File: src/rtl/ucsbece154b_icache_if.sv
// Fetch-side and memory-side signals of the instruction cache.
//
// Handshake semantics (one place, applies to every channel below):
//   * Fetch: ReadEnable_i/ReadAddress_i is a request offered every cycle; it is
//     consumed only in a cycle where Ready_o=1. When Ready_o=0 the requester
//     keeps stalling and may re-present any address; nothing is queued.
//   * Line request: MemReadRequest_o is a single-cycle pulse carrying
//     MemReadAddress_o; memory must accept it unconditionally (no back-pressure).
//   * Fill data: MemDataReady_i qualifies MemDataIn_i for exactly one word per
//     cycle, in offset order; the cache always accepts (no back-pressure).
interface ucsbece154b_icache_if;
    logic        ReadEnable_i;
    logic [31:0] ReadAddress_i;
    logic [31:0] Instruction_o;
    logic        Ready_o;
    logic        Busy_o;
    logic        MemReadRequest_o;
    logic [31:0] MemReadAddress_o;
    logic        MemDataReady_i;
    logic [31:0] MemDataIn_i;
    logic [31:0] HitCount_o;
    logic [31:0] MissCount_o;

    // Cache side.
    modport slave (
        input  ReadEnable_i, ReadAddress_i, MemDataReady_i, MemDataIn_i,
        output Instruction_o, Ready_o, Busy_o, MemReadRequest_o,
               MemReadAddress_o, HitCount_o, MissCount_o
    );

    // Datapath / memory side.
    modport master (
        output ReadEnable_i, ReadAddress_i, MemDataReady_i, MemDataIn_i,
        input  Instruction_o, Ready_o, Busy_o, MemReadRequest_o,
               MemReadAddress_o, HitCount_o, MissCount_o
    );
endinterface

File: src/rtl/ucsbece154b_icache.sv
// Direct-mapped read-only instruction cache. Hits are served combinationally
// in IDLE; a miss requests the whole line, collects the words in order,
// installs tag/valid with the last word and returns to IDLE for the replay.
module ucsbece154b_icache #(
    parameter int NUM_SETS    = 8,
    parameter int BLOCK_WORDS = 4
) (
    input  logic                       clk,
    input  logic                       reset,
    ucsbece154b_icache_if.slave        bus,
    output logic [1:0]                 DebugState_o
);

    localparam int O  = $clog2(BLOCK_WORDS);
    localparam int I  = $clog2(NUM_SETS);
    localparam int OW = (O > 0) ? O : 1;   // offset/counter width, at least one bit
    localparam int TW = 32 - O - I - 2;

    typedef enum logic [1:0] {
        IDLE = 2'd0,
        REQ  = 2'd1,
        FILL = 2'd2
    } state_t;

    state_t state, stateNext;

    logic [NUM_SETS-1:0] validQ;
    logic [TW-1:0]       tagQ  [NUM_SETS];
    logic [31:0]         dataQ [NUM_SETS][BLOCK_WORDS];

    logic [OW-1:0] wordCnt;
    logic [31:0]   fillAddr;     // line address of the fill in flight (or the last one)
    logic [31:0]   hitCount;
    logic [31:0]   missCount;

    // Lookup address split.
    logic [OW-1:0] rdOffset;
    logic [I-1:0]  rdIndex;
    logic [TW-1:0] rdTag;
    assign rdOffset = OW'(bus.ReadAddress_i[31:2] & 30'(BLOCK_WORDS - 1));
    assign rdIndex  = bus.ReadAddress_i[O+I+1:O+2];
    assign rdTag    = bus.ReadAddress_i[31:O+I+2];

    // Fill target taken from the latched line address.
    logic [I-1:0]  fillIndex;
    logic [TW-1:0] fillTag;
    assign fillIndex = fillAddr[O+I+1:O+2];
    assign fillTag   = fillAddr[31:O+I+2];

    logic hit;
    logic missEvent;
    logic fillWord;
    logic lastWord;
    assign hit       = bus.ReadEnable_i && validQ[rdIndex] &&
                       (tagQ[rdIndex] == rdTag) && (state == IDLE);
    assign missEvent = (state == IDLE) && bus.ReadEnable_i && !hit;
    assign fillWord  = (state == FILL) && bus.MemDataReady_i;
    assign lastWord  = (wordCnt == OW'(BLOCK_WORDS - 1));

    // Next-state logic: a fill always runs to completion once started.
    always_comb begin
        stateNext = state;
        unique case (state)
            IDLE:    if (missEvent) stateNext = REQ;
            REQ:     stateNext = FILL;
            FILL:    if (fillWord && lastWord) stateNext = IDLE;
            default: stateNext = IDLE;
        endcase
    end

    // Control state: FSM, valid bits, fill address, word counter, statistics.
    always_ff @(posedge clk) begin
        if (reset) begin
            state     <= IDLE;
            validQ    <= '0;
            wordCnt   <= '0;
            fillAddr  <= '0;
            hitCount  <= '0;
            missCount <= '0;
        end else begin
            state <= stateNext;
            if (hit && (hitCount != 32'hFFFF_FFFF)) begin
                hitCount <= hitCount + 32'd1;
            end
            if (missEvent) begin
                fillAddr <= {rdTag, rdIndex, {(O + 2){1'b0}}};
                wordCnt  <= '0;
                if (missCount != 32'hFFFF_FFFF) begin
                    missCount <= missCount + 32'd1;
                end
            end
            if (fillWord) begin
                wordCnt <= wordCnt + 1'b1;
                if (lastWord) begin
                    validQ[fillIndex] <= 1'b1;
                end
            end
        end
    end

    // Tag and data storage: not reset; guarded by the valid bits.
    always_ff @(posedge clk) begin
        if (!reset && fillWord) begin
            dataQ[fillIndex][wordCnt] <= bus.MemDataIn_i;
            if (lastWord) begin
                tagQ[fillIndex] <= fillTag;
            end
        end
    end

    assign bus.Ready_o          = hit;
    assign bus.Instruction_o    = dataQ[rdIndex][rdOffset];
    assign bus.Busy_o           = (state != IDLE);
    assign bus.MemReadRequest_o = (state == REQ);
    assign bus.MemReadAddress_o = fillAddr;
    assign bus.HitCount_o       = hitCount;
    assign bus.MissCount_o      = missCount;
    assign DebugState_o         = state;

endmodule

File: src/flat_wrapper.sv
// flat-port wrapper written by rule: the top's interface ports become plain ports
module ucsbece154b_icache_flat 
#(
    parameter int NUM_SETS    = 8,
    parameter int BLOCK_WORDS = 4
)
  (clk, reset, DebugState_o, bus_ReadEnable_i, bus_ReadAddress_i, bus_MemDataReady_i, bus_MemDataIn_i, bus_Instruction_o, bus_Ready_o, bus_Busy_o, bus_MemReadRequest_o, bus_MemReadAddress_o, bus_HitCount_o, bus_MissCount_o);
  ucsbece154b_icache_if bus_i ();
  input  logic clk;
  input  logic reset;
  output logic [1:0] DebugState_o;
  input wire logic [$bits(bus_i.ReadEnable_i)-1:0] bus_ReadEnable_i;
  input wire logic [$bits(bus_i.ReadAddress_i)-1:0] bus_ReadAddress_i;
  input wire logic [$bits(bus_i.MemDataReady_i)-1:0] bus_MemDataReady_i;
  input wire logic [$bits(bus_i.MemDataIn_i)-1:0] bus_MemDataIn_i;
  output wire logic [$bits(bus_i.Instruction_o)-1:0] bus_Instruction_o;
  output wire logic [$bits(bus_i.Ready_o)-1:0] bus_Ready_o;
  output wire logic [$bits(bus_i.Busy_o)-1:0] bus_Busy_o;
  output wire logic [$bits(bus_i.MemReadRequest_o)-1:0] bus_MemReadRequest_o;
  output wire logic [$bits(bus_i.MemReadAddress_o)-1:0] bus_MemReadAddress_o;
  output wire logic [$bits(bus_i.HitCount_o)-1:0] bus_HitCount_o;
  output wire logic [$bits(bus_i.MissCount_o)-1:0] bus_MissCount_o;
  assign bus_i.ReadEnable_i = bus_ReadEnable_i;
  assign bus_i.ReadAddress_i = bus_ReadAddress_i;
  assign bus_i.MemDataReady_i = bus_MemDataReady_i;
  assign bus_i.MemDataIn_i = bus_MemDataIn_i;
  assign bus_Instruction_o = bus_i.Instruction_o;
  assign bus_Ready_o = bus_i.Ready_o;
  assign bus_Busy_o = bus_i.Busy_o;
  assign bus_MemReadRequest_o = bus_i.MemReadRequest_o;
  assign bus_MemReadAddress_o = bus_i.MemReadAddress_o;
  assign bus_HitCount_o = bus_i.HitCount_o;
  assign bus_MissCount_o = bus_i.MissCount_o;
  ucsbece154b_icache #(.NUM_SETS(NUM_SETS), .BLOCK_WORDS(BLOCK_WORDS)) u_core (.clk(clk), .reset(reset), .bus(bus_i), .DebugState_o(DebugState_o));
endmodule
File: config.mk
export PLATFORM = sky130hd
export DESIGN_NAME = ucsbece154b_icache_flat
export DESIGN_NICKNAME = d
export VERILOG_FILES = /design/src/rtl/ucsbece154b_icache_if.sv /design/src/rtl/ucsbece154b_icache.sv /design/src/flat_wrapper.sv
export SDC_FILE = /design/constraint.sdc
export NUM_CORES = 1
export LEC_CHECK = 0
export ABC_AREA = 0
export CELL_PAD_IN_SITES_DETAIL_PLACEMENT = 1
export CELL_PAD_IN_SITES_GLOBAL_PLACEMENT = 2
export CORE_UTILIZATION = 48
export CTS_CLUSTER_DIAMETER = 40
export DETAILED_ROUTE_END_ITERATION = 6
export PLACE_DENSITY_LB_ADDON = 0.15
export SKIP_CTS_REPAIR_TIMING = 1
export SYNTH_ARGS = -nofsm -noshare
export SYNTH_HDL_FRONTEND = slang
export SYNTH_SLANG_ARGS = --single-unit
export TNS_END_PERCENT = 50
File: constraint.sdc
create_clock -name clk -period 8.31 [get_ports clk]
set_clock_uncertainty 0.1 [all_clocks]
set_input_delay 2.493 -clock clk [delete_from_list [all_inputs] [get_ports clk]]
set_output_delay 2.493 -clock clk [all_outputs]
set_load 0.02 [all_outputs]
==> results.sh <==
export IMPL_cp_common_cell="mux4_2"
export IMPL_vias=26595
export IMPL_ioPinCount=201
export IMPL_grt_max_degree=125
export IMPL_synthTopCellsByCount="1,224 x edfxtp_1, 349 x mux4_2, 104 x dfxtp_1"
export IMPL_drive_gt1_share_pct=28.0
export IMPL_clockBufferDepth=3
export IMPL_path_class="input pin to primary output"
export IMPL_reg2reg_depth=10
export IMPL_drc=0
export IMPL_status="finished, final reports clean"
export IMPL_worstReg2RegEnd="u_core.bus.HitCount_o[20]$_SDFFE_PP0P_"
export IMPL_insertedDiodeCount=0
export IMPL_met2_usage_pct=40.5
export IMPL_max_stage_delay_ns=0.61
export IMPL_hold_class="register to register"
export IMPL_cpLargestDelayFamily="buffers and inverters"
export IMPL_grt_first_pass_wirelength_um=193000
export IMPL_cellLeakagePower_nw=19.7
export IMPL_setup_ws_ns=0.164
export IMPL_start_util_pct=48.5
export IMPL_setup_violations=0
export IMPL_hold_viol=0
export IMPL_met3_usage_pct=5.42
export IMPL_cp_required_ns=5.72
export IMPL_end_kind="primary output"
export IMPL_critPathBufInv=5
export IMPL_fin_setup_tns_ns=0
export IMPL_yosys_warnings=0
export IMPL_grt_busiest_layer="met2"
export IMPL_drtAntennaViolNets=0
export IMPL_gr_usage_met1_pct=33.8
export IMPL_ff2ff_setup_slack_ns=4.42
export IMPL_die_area_mm2=0.110
export IMPL_gp_congestion=0.769
export IMPL_ys_ff_latch=1328
export IMPL_worst_pin_slew_ns=1.27
export IMPL_syn_to_final_growth_pct=19.3
export IMPL_overflow=0
export IMPL_postSynth_asyncResetShare_pct=0
export IMPL_drt_pass1_iterations=5
export IMPL_synth_top_area_cell="edfxtp_1"
export IMPL_finalCritPeriodShare_pct=98.0
export IMPL_p_total_mw=15.4
export IMPL_critical_path_max_fanout=76
export IMPL_seq_area_frac_synth_pct=74.7
export IMPL_utilization_pct=57.8
export IMPL_numCtsBuffers=169
export IMPL_synth_distinct_cells=55
export IMPL_synth_edf_count=1224
export IMPL_hpwl_um=73000
export IMPL_via_per_inst=6.04
export IMPL_syn_area_mm2=0.0520
export IMPL_die_x_um=331
export IMPL_vdd_ir_drop_max_uv=195
export IMPL_place_ws_ns=-0.211
export IMPL_drtIter0Drc=2300
export IMPL_portBuffers=194
export IMPL_ys_flop_type="edfxtp_1"
export IMPL_clk_pin_slew_ns=0.05
export IMPL_synth_area_leaders="edfxtp_1 71%, mux4_2 15%, dfxtp_1 4.0%, mux2_2 1.1%, mux2i_1 1.1%"
export IMPL_cts_tree="yes"
export IMPL_groute_usage_overall_pct=24.8
export IMPL_wire_per_inst_um=30.3
export IMPL_cp_arrival_ns=5.55
export IMPL_cap_viol_max_count=0
export IMPL_startpoint="bus_ReadAddress_i[4]"
export IMPL_drv_slew=0
export IMPL_rsz0062_at_grt="false"
export IMPL_cp_slowest_cell="mux4_2"
export IMPL_crit_path_end="bus_Instruction_o[14]"
export IMPL_antenna_found_initial=3
export IMPL_fin_nets=2934
export IMPL_fin_cells=4400
export IMPL_root_buffer="clkbuf_16"
export IMPL_crit_path_cell_trace="buf_8 -> buf_12 -> buf_4 -> buf_16 -> mux4_2 -> mux4_2 -> mux2_2 -> clkdlybuf4s50_1"
export IMPL_synth_top_area_share_pct=70.7
export IMPL_grt_pass1_vias=28688
export IMPL_power_density_mw_per_mm2=249
export IMPL_cts_sinks=1328
export IMPL_cp_num_cells=8
export IMPL_die_h_um=331
export IMPL_cts_max_level=4
export IMPL_reg2reg_from="u_core.tagQ[7][4]$_DFFE_PP_"
export IMPL_dp_cells=4091
export IMPL_clock_latency_ns=0.76
export IMPL_core_area_mm2=0.107
export IMPL_syn_inst=2529
export IMPL_max_slew_margin_pct=14.9
export IMPL_syn_avg_cell_area_um2=20.5
export IMPL_yosysMostFrequentCell="edfxtp_1"
export IMPL_fmax_ghz=0.123
export IMPL_row_count=120
export IMPL_routed_wl_um=133000
export IMPL_min_period_ns=8.15
export IMPL_cp_start_kind="input pin"
-- flip-flops by register name (all words and copies together), names as in the netlist --
register / count
u_core.tagQ: 200
u_core.bus.HitCount_o: 32
u_core.wordCnt: 2
u_core.dataQ: 1024
u_core.bus.MissCount_o: 32
u_core.bus.MemReadAddress_o: 28
u_core.validQ: 8
u_core.DebugState_o: 2
-- worst min path at each step --
stage                     slack [ns]                          start                       endpoint  depth (start not counted)
after detailed placement        0.37  u_core.validQ[6]$_SDFFE_PP0P_  u_core.validQ[6]$_SDFFE_PP0P_                          2
after CTS                       0.37  u_core.validQ[6]$_SDFFE_PP0P_  u_core.validQ[6]$_SDFFE_PP0P_                          2
after floorplan                 0.35  u_core.validQ[4]$_SDFFE_PP0P_  u_core.validQ[4]$_SDFFE_PP0P_                          2
after global placement          0.37  u_core.validQ[4]$_SDFFE_PP0P_  u_core.validQ[4]$_SDFFE_PP0P_                          2
final                           0.37  u_core.validQ[6]$_SDFFE_PP0P_  u_core.validQ[6]$_SDFFE_PP0P_                          2
after global routing            0.40  u_core.validQ[3]$_SDFFE_PP0P_  u_core.validQ[3]$_SDFFE_PP0P_                          2
-- stage by stage --
step           hold WS, ns  instance area, um2
2_1_floorplan        0.350               52000
3_3_place_gp         0.365               56200
3_5_place_dp         0.366               56200
4_1_cts              0.374               61900
5_1_grt              0.400               62000
6_report             0.375               62000
-- report_power, final --
part | switching, mW | leakage (nW) | internal [mW]
sequential | 0.0270 | 11.8 | 7.32
clock | 2.90 | 2.74 | 4.44
combinational | 0.399 | 5.14 | 0.335
total | 3.33 | 19.7 | 12.1
-- per-layer routing --
metal  share of wire (%)  vias up  wire (um)
met5               0.026        -         35
met4                 2.1        6       2790
met3                 6.5      212       8700
met2                  50      867      66200
met1                  42    14324      55400
li1                    -    11186          -
-- kinds of logic (layout without fill, tap and decap cells) --
kind of cell             after synthesis  in the layout  share of synthesized area [%]
buffers and inverters                161            626                           1.43
adder cells (fa/ha/maj)                6              6                          0.144
multiplexers                         471            471                           17.6
flip-flops                          1328           1328                           74.7
XOR/XNOR                              16             16                          0.270
AND/OR/NAND/NOR                      387            387                           4.00
AO/OA/AOI/OAI                        159            159                           1.77
other                                  1              4                        0.00722
-- cells in the final DEF, fill, tap and decap left out, types with 14 or more instances in the layout --
cell type | synthesis | routed
a21oi_1 | 54 | 54
buf_4 | 12 | 87
bufinv_16 | 0 | 19
clkbuf_16 | 0 | 171
clkdlybuf4s50_1 | 0 | 185
clkinv_1 | 0 | 14
clkinv_2 | 0 | 25
clkinvlp_4 | 0 | 24
dfxtp_1 | 104 | 104
edfxtp_1 | 1224 | 1224
inv_1 | 22 | 22
inv_6 | 0 | 14
mux2_1 | 16 | 16
mux2_2 | 51 | 51
mux2i_1 | 55 | 55
mux4_2 | 349 | 349
nand2_1 | 42 | 42
nand3_1 | 69 | 69
nand4_1 | 20 | 20
nor2_1 | 91 | 59
nor2_4 | 0 | 32
nor2b_1 | 41 | 41
nor3_1 | 19 | 19
o21ai_0 | 60 | 60
or3_1 | 23 | 23
-- final cells by class --
cell class | instances | area, um2
fillers | 9206 | 45200
flip-flops and latches | 1328 | 38800
multi-input cells | 1043 | 12600
clock buffers | 188 | 4380
repair buffers | 295 | 2930
well taps | 1403 | 1760
clock inverters | 120 | 1350
inverters | 23 | 86.3
-- tightest hold or removal path, stage by stage, from the launching register on --
cell     delay, ns
dfxtp_1       0.31
inv_1         0.05
o22ai_1       0.07
No activity file was read; power rests on OpenSTA's default activity.
